$ cat src/rtl/multicycle_control_pkg.sv
// Shared encodings for the multicycle main control FSM: opcodes, ALU/mux
// selector codes and the state encoding.
package multicycle_control_pkg;

  localparam logic [3:0] OP_LW   = 4'b0000;
  localparam logic [3:0] OP_SW   = 4'b0001;
  localparam logic [3:0] OP_R_LO = 4'b0010;
  localparam logic [3:0] OP_R_HI = 4'b1001;
  localparam logic [3:0] OP_BEQ  = 4'b1010;
  localparam logic [3:0] OP_JMP  = 4'b1011;
  localparam logic [3:0] OP_HALT = 4'b1111;

  localparam logic [1:0] ALUOP_ADD  = 2'b10;
  localparam logic [1:0] ALUOP_SUB  = 2'b01;
  localparam logic [1:0] ALUOP_FUNC = 2'b00;

  localparam logic [1:0] SRCB_REG = 2'b00;
  localparam logic [1:0] SRCB_ONE = 2'b01;
  localparam logic [1:0] SRCB_IMM = 2'b10;
  localparam logic [1:0] SRCB_OFF = 2'b11;

  localparam logic [1:0] PCSRC_ALU    = 2'b00;
  localparam logic [1:0] PCSRC_ALUOUT = 2'b01;
  localparam logic [1:0] PCSRC_JUMP   = 2'b10;

  typedef enum logic [3:0] {
    S_IDLE      = 4'd0,
    S_FETCH     = 4'd1,
    S_DECODE    = 4'd2,
    S_MEM_ADDR  = 4'd3,
    S_MEM_READ  = 4'd4,
    S_MEM_WRITE = 4'd5,
    S_MEM_WB    = 4'd6,
    S_EXECUTE   = 4'd7,
    S_R_WB      = 4'd8,
    S_BRANCH    = 4'd9,
    S_JUMP      = 4'd10,
    S_HALT      = 4'd11
  } state_t;

  function automatic logic is_rtype(logic [3:0] op);
    return (op >= OP_R_LO) && (op <= OP_R_HI);
  endfunction

  // States that stall on the memory handshake.
  function automatic logic is_wait_state(state_t s);
    return (s == S_FETCH) || (s == S_MEM_READ) || (s == S_MEM_WRITE);
  endfunction

endpackage

$ cat src/rtl/multicycle_control_mem_wait_timer.sv
// Counts consecutive not-ready cycles in a memory state and flags the cycle
// on which the wait budget runs out.
module mem_wait_timer #(
  parameter int WAIT_LIMIT = 15
) (
  input  logic clk,
  input  logic rst,
  input  logic active,
  input  logic mem_ready,
  output logic timeout
);
  localparam int CW = $clog2(WAIT_LIMIT + 1);

  logic [CW-1:0] cnt;

  // mem_ready always moves the FSM out of a wait state, so clearing on it
  // (or on leaving) leaves the counter at zero on every entry.
  assign timeout = active && !mem_ready && (cnt == CW'(WAIT_LIMIT - 1));

  always_ff @(posedge clk or posedge rst) begin
    if (rst)                               cnt <= '0;
    else if (!active || mem_ready || timeout) cnt <= '0;
    else                                   cnt <= cnt + CW'(1);
  end

endmodule

$ cat src/rtl/multicycle_control.sv
// Multicycle main control FSM: sequences fetch/decode/execute/memory/writeback,
// handles memory stalls with a bus timeout, and counts retired instructions.
module multicycle_control
  import multicycle_control_pkg::*;
#(
  parameter int COUNT_W    = 16,
  parameter int WAIT_LIMIT = 15
) (
  input  logic               clk,
  input  logic               rst,
  input  logic               run,
  input  logic [3:0]         OpCode,
  input  logic               Zero,
  input  logic               mem_ready,
  output logic [1:0]         ALUOp,
  output logic               ALUSrcA,
  output logic [1:0]         ALUSrcB,
  output logic               IorD,
  output logic               MemRead,
  output logic               MemWrite,
  output logic               IRWrite,
  output logic               PCWrite,
  output logic               PCWriteCond,
  output logic [1:0]         PCSource,
  output logic               RegDst,
  output logic               RegWrite,
  output logic               MemtoReg,
  output logic               halted,
  output logic               bus_error,
  output logic               illegal_op,
  output logic [COUNT_W-1:0] instr_count
);

  state_t state;
  logic   timeout;
  logic   unused_zero;

  // Branch resolution happens in the datapath via PCWriteCond & Zero.
  assign unused_zero = Zero;

  mem_wait_timer #(.WAIT_LIMIT(WAIT_LIMIT)) u_timer (
    .clk       (clk),
    .rst       (rst),
    .active    (is_wait_state(state)),
    .mem_ready (mem_ready),
    .timeout   (timeout)
  );

  always_ff @(posedge clk or posedge rst) begin
    if (rst) begin
      state       <= S_IDLE;
      instr_count <= '0;
      bus_error   <= 1'b0;
      illegal_op  <= 1'b0;
    end else begin
      illegal_op <= 1'b0;
      if (timeout) begin
        state     <= S_HALT;
        bus_error <= 1'b1;
      end else begin
        case (state)
          S_IDLE:   if (run) state <= S_FETCH;
          S_FETCH:  if (mem_ready) state <= S_DECODE;
          S_DECODE: begin
            if (OpCode == OP_LW || OpCode == OP_SW) state <= S_MEM_ADDR;
            else if (is_rtype(OpCode))              state <= S_EXECUTE;
            else if (OpCode == OP_BEQ)              state <= S_BRANCH;
            else if (OpCode == OP_JMP)              state <= S_JUMP;
            else if (OpCode == OP_HALT)             state <= S_HALT;
            else begin
              illegal_op <= 1'b1;
              state      <= S_FETCH;
            end
          end
          S_MEM_ADDR: state <= (OpCode == OP_LW) ? S_MEM_READ : S_MEM_WRITE;
          S_MEM_READ: if (mem_ready) state <= S_MEM_WB;
          S_MEM_WRITE: begin
            if (mem_ready) begin
              state       <= S_FETCH;
              instr_count <= instr_count + COUNT_W'(1);
            end
          end
          S_EXECUTE: state <= S_R_WB;
          S_MEM_WB, S_R_WB, S_BRANCH, S_JUMP: begin
            state       <= S_FETCH;
            instr_count <= instr_count + COUNT_W'(1);
          end
          S_HALT:  state <= S_HALT;
          default: state <= S_IDLE;
        endcase
      end
    end
  end

  assign halted = (state == S_HALT);

  always_comb begin
    ALUOp       = 2'b00;
    ALUSrcA     = 1'b0;
    ALUSrcB     = 2'b00;
    IorD        = 1'b0;
    MemRead     = 1'b0;
    MemWrite    = 1'b0;
    IRWrite     = 1'b0;
    PCWrite     = 1'b0;
    PCWriteCond = 1'b0;
    PCSource    = 2'b00;
    RegDst      = 1'b0;
    RegWrite    = 1'b0;
    MemtoReg    = 1'b0;
    case (state)
      S_FETCH: begin
        MemRead  = 1'b1;
        ALUSrcB  = SRCB_ONE;
        ALUOp    = ALUOP_ADD;
        PCSource = PCSRC_ALU;
        IRWrite  = mem_ready;
        PCWrite  = mem_ready;
      end
      S_DECODE: begin
        ALUSrcB = SRCB_OFF;
        ALUOp   = ALUOP_ADD;
      end
      S_MEM_ADDR: begin
        ALUSrcA = 1'b1;
        ALUSrcB = SRCB_IMM;
        ALUOp   = ALUOP_ADD;
      end
      S_MEM_READ: begin
        MemRead = 1'b1;
        IorD    = 1'b1;
      end
      S_MEM_WRITE: begin
        MemWrite = 1'b1;
        IorD     = 1'b1;
      end
      S_MEM_WB: begin
        RegWrite = 1'b1;
        MemtoReg = 1'b1;
      end
      S_EXECUTE: begin
        ALUSrcA = 1'b1;
        ALUSrcB = SRCB_REG;
        ALUOp   = ALUOP_FUNC;
      end
      S_R_WB: begin
        RegWrite = 1'b1;
        RegDst   = 1'b1;
      end
      S_BRANCH: begin
        ALUSrcA     = 1'b1;
        ALUSrcB     = SRCB_REG;
        ALUOp       = ALUOP_SUB;
        PCWriteCond = 1'b1;
        PCSource    = PCSRC_ALUOUT;
      end
      S_JUMP: begin
        PCWrite  = 1'b1;
        PCSource = PCSRC_JUMP;
      end
      default: ;
    endcase
  end

endmodule

$ cat config.mk
export PLATFORM = sky130hd
export DESIGN_NAME = multicycle_control
export DESIGN_NICKNAME = d
export VERILOG_FILES = /design/src/rtl/multicycle_control_pkg.sv /design/src/rtl/multicycle_control_mem_wait_timer.sv /design/src/rtl/multicycle_control.sv
export SDC_FILE = /design/constraint.sdc
export NUM_CORES = 1
export LEC_CHECK = 0
export BUFFER_PORTS_ARGS = -buffer_cell sky130_fd_sc_hd__buf_2
export CORE_UTILIZATION = 51
export CTS_BUF_LIST = sky130_fd_sc_hd__clkbuf_4 sky130_fd_sc_hd__clkbuf_8 sky130_fd_sc_hd__clkbuf_16
export DETAILED_ROUTE_END_ITERATION = 10
export PLACE_DENSITY = 0.76
export SLEW_MARGIN = 10
export SYNTH_ARGS = -nofsm -noshare
export SYNTH_HDL_FRONTEND = slang
export SYNTH_SLANG_ARGS = --single-unit
export TNS_END_PERCENT = 1
$ cat constraint.sdc
create_clock -name clk -period 2.05 [get_ports clk]
set_input_delay 0.205 -clock clk [delete_from_list [all_inputs] [get_ports clk]]
set_output_delay 0.205 -clock clk [all_outputs]
set_load 0.05 [all_outputs]
==> results of run 1 <==
placed cells by master, fill, tap and decap left out, types with 2 or more instances in the layout:
cell type / Yosys / layout
dfrtp_1: 26 / 23
dfrtp_2: 0 / 3
nand4_1: 13 / 13
nor3_1: 7 / 5
nor4_1: 2 / 2
nand2_1: 11 / 11
inv_1: 7 / 7
nor2b_1: 2 / 2
or2_2: 4 / 4
ha_1: 3 / 3
clkbuf_4: 0 / 3
nand2b_1: 6 / 6
o21ai_0: 4 / 4
xor2_1: 2 / 2
a21oi_1: 6 / 6
and4_1: 2 / 2
and2_1: 3 / 3
and3_1: 2 / 2
xnor2_1: 16 / 16
buf_2: 1 / 42
nor3_2: 0 / 2
nand3_1: 8 / 8
buf_4: 2 / 6
nor2_1: 18 / 18
power breakdown:
part | total (mW) | switching [mW] | leakage, nW | internal [mW]
combinational | 1.73 | 1.21 | 0.506 | 0.517
sequential | 0.841 | 0.222 | 0.340 | 0.620
clock | 0.344 | 0.146 | 0.0279 | 0.198
cell type report:
cell class,count,area (µm²),share of cell area
sequential,26,654.4,0.3510
clock inverter,1,30.03,0.01611
timing repair buffer,49,265.3,0.1423
inverter,7,26.28,0.01409
multi-input combinational,126,827.0,0.4436
tap,31,38.79,0.02081
clock buffer,3,22.52,0.01208
stage by stage:
| step | std cells | hold slack, ns |
|---|---|---|
| global placement | 238 | 0.2667 |
| global route | 243 | 0.1553 |
| finish | 243 | 0.1710 |
| detailed placement | 238 | 0.2746 |
| floorplan | 168 | 0.2450 |
| CTS | 243 | 0.1577 |
path summary, 6_finish.rpt:
kind | start | endpoint | slack (ns) | depth (start not counted)
max | state[1]$_DFFE_PP0P_ | PCWrite | 0.09 | 5
min | OpCode[3] | illegal_op$_DFF_PP0_ | 0.17 | 2
max reg2reg | state[0]$_DFFE_PP0P_ | state[0]$_DFFE_PP0P_ | 0.38 | 5
min reg2reg | instr_count[15]$_DFFE_PP0P_ | instr_count[15]$_DFFE_PP0P_ | 0.48 | 1
max in group asynchronous | rst | state[3]$_DFFE_PP0P_ | 1.32 | 4
min in group asynchronous | rst | instr_count[12]$_DFFE_PP0P_ | 0.45 | 4
critical path: stages (launching register included):
cell      delay [ns]
dfrtp_2         0.50
buf_4           0.18
nand2b_1        0.22
nor3_2          0.17
or2_2           0.13
buf_2           0.24
layer usage:
metal  global-route usage  vias up
li1                     -      675
met1               0.2735      680
met2               0.3580       51
met3              0.04535        4
met4              0.09408        0
met5                    0        -
logic make-up after synthesis:
logic type,after synthesis
adders and majority gates,3
and+or+nand+nor,83
xor gates and xnor gates,19
DFF,26
muxes,1
buffers and inverters,16
AOI/OAI and AO/OA,20
state kept, by name, indices dropped and copies added, names as in the netlist:
register	flops
instr_count	16
state	4
u_timer.cnt	4
bus_error	1
illegal_op	1
timing repair:
action,CTS,global route
hold endpoints to repair,26,0
hold buffers,1,0
endpoints found under the setup margin,0,3
gates resized for setup,0,3
==> reports/metrics.csv, run 1 <==
metric,value,unit
Nets,225,
Final Setup Violations,0,
"Async S/R FF share, synth",1.000,
final WL,3.241,mm
worst hold path type,in2reg,
layout overhead on the synthesized area,20.55,%
min cycle time layout,1.959,ns
Port Buffers,42,
post-route design area,0.001864,mm²
metal3 WL,181,µm
max_slew headroom,0.6765,
top post-synthesis cells by area,"dfrtp_1 (42%), xnor2_1 (9.1%), nand4_1 (5.3%), nor2_1 (4.4%), nand2_1 (2.7%)",
Max Fclk,510.3,MHz
first-pass GRT wire length,5.526,mm
CP Class,reg2out,
Setup crit start kind,flip-flop,
Ys Warns,0,
Final Power,2.913,mW
clock buffer count from CTS,3,
share of layout cells above drive strength 1,0.3113,
WL/cell,13.34,µm
Critical Path AT,1.75,ns
Total Routing Usage GR,0.2159,
via/cell ratio,5.802,
register area share after synthesis,0.4207,
failing checks,design-rule violations,
setup ws final,0.09053,ns
crit-path max FO,10,
"Setup Fix Bufs, Post-CTS",0,
P_leak,0.8747,nW
largest family of logic cells by synthesized area,simple AND/OR/NAND/NOR gates,
"CTS clk-pin slew, worst paths",0.14,ns
DRT Pass-1 Iters,7,
HPWL Detailed,2.410,mm
RePlAce Congestion,0.9196,
Final Hold Viols,0,
Worst Tran Pin Value,0.4848,ns
Die Area,0.003256,mm²
endpoint type of the worst setup path,output pin,
antenna-violating nets left,0,
routed wire length on met2,1.617,mm
"area leader, netlist",dfrtp_1,
ys flop type,dfrtp_1,
Cell Pwr Density,1563,mW/mm²
top routing layer in use,met4,
Max Cap Violations,0,
Layout Skew,0.01477,ns
fillers,232,
antenna cells,0,
outcome,finished with violations,
Yosys reg bits,26,
Mapped Area,0.001546,mm²
syn avg cell area,9.205,µm²
Clock Latency Late Sink,0.32,ns
Iteration-0 DRC Markers,70,
grt total ovfl,0,
die width,57.07,µm
antenna violations before repair,0,
core area,0.002805,mm²
Top-Level Pins,44,
Syn Nets,180,
vias,1410,
unrepaired setup endpoints after global routing,false,
clk sink count,26,
clock root buffer,clkbuf_4,
Initial Utilization,0.5513,
complex-gate fraction of the synthesized area,0.09790,
adder-cell area share of the yosys netlist,0.02427,
Post-Syn Instances,168,
post-synth cell types,40,
Post-Synth Simple-Gate Area,0.2832,
Worst Path Required,1.85,ns
"top cells by count, synth","dfrtp_1 (26), nor2_1 (18), xnor2_1 (16)",
pin count of the biggest net entering global routing,27,
Post-synth EDFFs,0,
die height,57.07,µm
xor/xnor share of the synthesized area,0.1125,
Max VDD drop,1109,µV
Placed Area,0.001798,mm²
dpl ws,0.3189,ns
period utilization,0.9558,
CTS tree,done,
Max Root-Sink Buffers,2,
Yosys top cell area share,0.4207,
M1 wire length,1.418,mm
top-count cell post-synth,dfrtp_1,
mux share of post-synthesis cell area,0.007282,
H-tree depth,1,
Final Max Tran Viols,0,
number of global-route vias before repair,1286,
setup_tns,0,ns
final core occ,0.6646,
DRC,2,
Row Count,19,
No activity file was read; power rests on OpenSTA's default activity.
==> run 2, diff against run 1 <==
--- a/config.mk
+++ b/config.mk
@@ -6,11 +6,13 @@
 export NUM_CORES = 1
 export LEC_CHECK = 0
 export BUFFER_PORTS_ARGS = -buffer_cell sky130_fd_sc_hd__buf_2
-export CORE_UTILIZATION = 51
+export CELL_PAD_IN_SITES_DETAIL_PLACEMENT = 1
+export CELL_PAD_IN_SITES_GLOBAL_PLACEMENT = 1
+export CORE_UTILIZATION = 38
 export CTS_BUF_LIST = sky130_fd_sc_hd__clkbuf_4 sky130_fd_sc_hd__clkbuf_8 sky130_fd_sc_hd__clkbuf_16
 export DETAILED_ROUTE_END_ITERATION = 10
-export PLACE_DENSITY = 0.76
-export SLEW_MARGIN = 10
+export PLACE_DENSITY = 0.77
+export SLEW_MARGIN = 20
 export SYNTH_ARGS = -nofsm -noshare
 export SYNTH_HDL_FRONTEND = slang
 export SYNTH_SLANG_ARGS = --single-unit
==> run 2 against run 1 <==
Critical endpoint unchanged. Cell area increased by 0.74%. Largest cell class unchanged. Routed wire length increased by 28%. Highest routed layer unchanged. Die area increased by 33%. The flow now finishes without violations.
==> reports/metrics.csv, run 2 (same netlist as run 1, synthesis figures left out) <==
metric,value,unit
area occupied by multi-input gates,827.0,µm²
Final Non-Filler Cells,259,
clock root buffer,clkbuf_8,
Iteration-0 DRC Markers,102,
clock buffer count from CTS,3,
die height,65.80,µm
antenna violations before repair,0,
biggest registers after layout,"instr_count: 16 flops, state: 4 flops, u_timer.cnt: 4 flops",
DRT Pass-1 Iters,4,
Port Buffers,42,
fillers,460,
reg2reg setup slack,0.20,ns
"Most flops, register",instr_count,
P_leak,0.8731,nW
crit-path max FO,14,
antenna-violating nets left,0,
worst setup path start,state[1]$_DFFE_PP0P_,
HPWL Detailed,3.082,mm
Clock Latency Late Sink,0.27,ns
core area,0.003771,mm²
worst hold path type,in2reg,
Reg area,651.9,µm²
Max Cap Violations,0,
Final Setup Violations,0,
Row Count,22,
clk sink count,26,
min cycle time layout,1.956,ns
max_slew headroom,0.6891,
Final Power,2.929,mW
"most common cell after layout, fill and taps aside",buf_2,
antenna cells,0,
RR Startpoint,state[1]$_DFFE_PP0P_,
die width,65.80,µm
vias,1405,
Hold WS,0.2378,ns
period utilization,0.9543,
Initial Utilization,0.4101,
pin count of the biggest net entering global routing,27,
DP Cell Count,254,
Layout Skew,0.006483,ns
Final Max Tran Viols,0,
Max Fclk,511.2,MHz
Max Root-Sink Buffers,2,
Worst Min Path Start,OpCode[3],
DRC,0,
CP Class,reg2out,
setup_tns,0,ns
"CTS clk-pin slew, worst paths",0.09,ns
Max VDD drop,1050,µV
Critical Path AT,1.75,ns
outcome,finished clean,
most frequent cells in the layout,"buf_2 (42), dfrtp_1 (25), nor2_1 (18)",
WL/cell,15.98,µm
first-pass GRT wire length,7.003,mm
Die Area,0.004329,mm²
Top-Level Pins,44,
max FFs per register,16,
grt total ovfl,0,
Nets,224,
RePlAce Congestion,0.7774,
number of global-route vias before repair,1429,
"Setup Fix Bufs, Post-CTS",0,
final core occ,0.4980,
layout overhead on the synthesized area,21.44,%
Worst Tran Pin Value,0.4615,ns
endpoint type of the worst setup path,output pin,
Final Hold Viols,0,
share of layout cells above drive strength 1,0.2986,
H-tree depth,1,
final WL,4.139,mm
via/cell ratio,5.425,
Setup crit start kind,flip-flop,
CTS tree,done,
Total Routing Usage GR,0.2093,
Worst Path Required,1.85,ns
unrepaired setup endpoints after global routing,false,
Cell Pwr Density,1559,mW/mm²
run 2: layer usage:
| layer | vias up | track usage | wire length (µm) |
|---|---|---|---|
| met5 | - | 0 | 0 |
| met4 | 0 | 0.01630 | 11 |
| met3 | 2 | 0.04138 | 145 |
| met2 | 23 | 0.3495 | 2150 |
| met1 | 705 | 0.2890 | 1831 |
| li1 | 675 | - | - |
run 2: worst max-delay path: stages, from the launching register on:
cell      delay, ns
dfrtp_1        0.63
nand2b_1       0.31
nor3_2         0.07
or2_2          0.27
buf_2          0.21
run 2: path summary, 6_finish.rpt:
| path | end | cells past startpoint |
|---|---|---|
| max in group asynchronous | state[3]$_DFFE_PP0P_ | 4 |
| hold / removal | illegal_op$_DFF_PP0_ | 2 |
| hold reg to reg | bus_error$_DFFE_PP0P_ | 1 |
| setup / recovery | PCWrite | 4 |
| min in group asynchronous | state[3]$_DFFE_PP0P_ | 4 |
| setup reg to reg | instr_count[1]$_DFFE_PP0P_ | 4 |
run 2: stage by stage:
| stage | cell area [µm²] | setup slack [ns] |
|---|---|---|
| 2_1_floorplan | 1562 | -0.2132 |
| 3_3_place_gp | 1812 | 0.2938 |
| 3_5_place_dp | 1812 | 0.2446 |
| 4_1_cts | 1877 | 0.06340 |
| 5_1_grt | 1878 | 0.003725 |
| 6_report | 1878 | 0.09368 |
run 2: layout make-up:
| type | instances | share of cell area |
|---|---|---|
| inverters | 7 | 0.01399 |
| well taps | 48 | 0.03198 |
| multi-input cells | 126 | 0.4404 |
| clock buffers | 4 | 0.02931 |
| repair buffers | 48 | 0.1372 |
| flip-flops and latches | 26 | 0.3471 |
run 2: power by group:
| group | switching [mW] | internal, mW | leakage (nW) |
|---|---|---|---|
| clock network | 0.154 | 0.172 | 0.0288 |
| logic | 1.24 | 0.509 | 0.502 |
| registers | 0.240 | 0.616 | 0.343 |
run 2: timing repair:
item	in CTS	in global routing
hold endpoints to repair	26	0
setup endpoints to repair	0	3
gates resized for setup	0	1
hold buffers	1	0
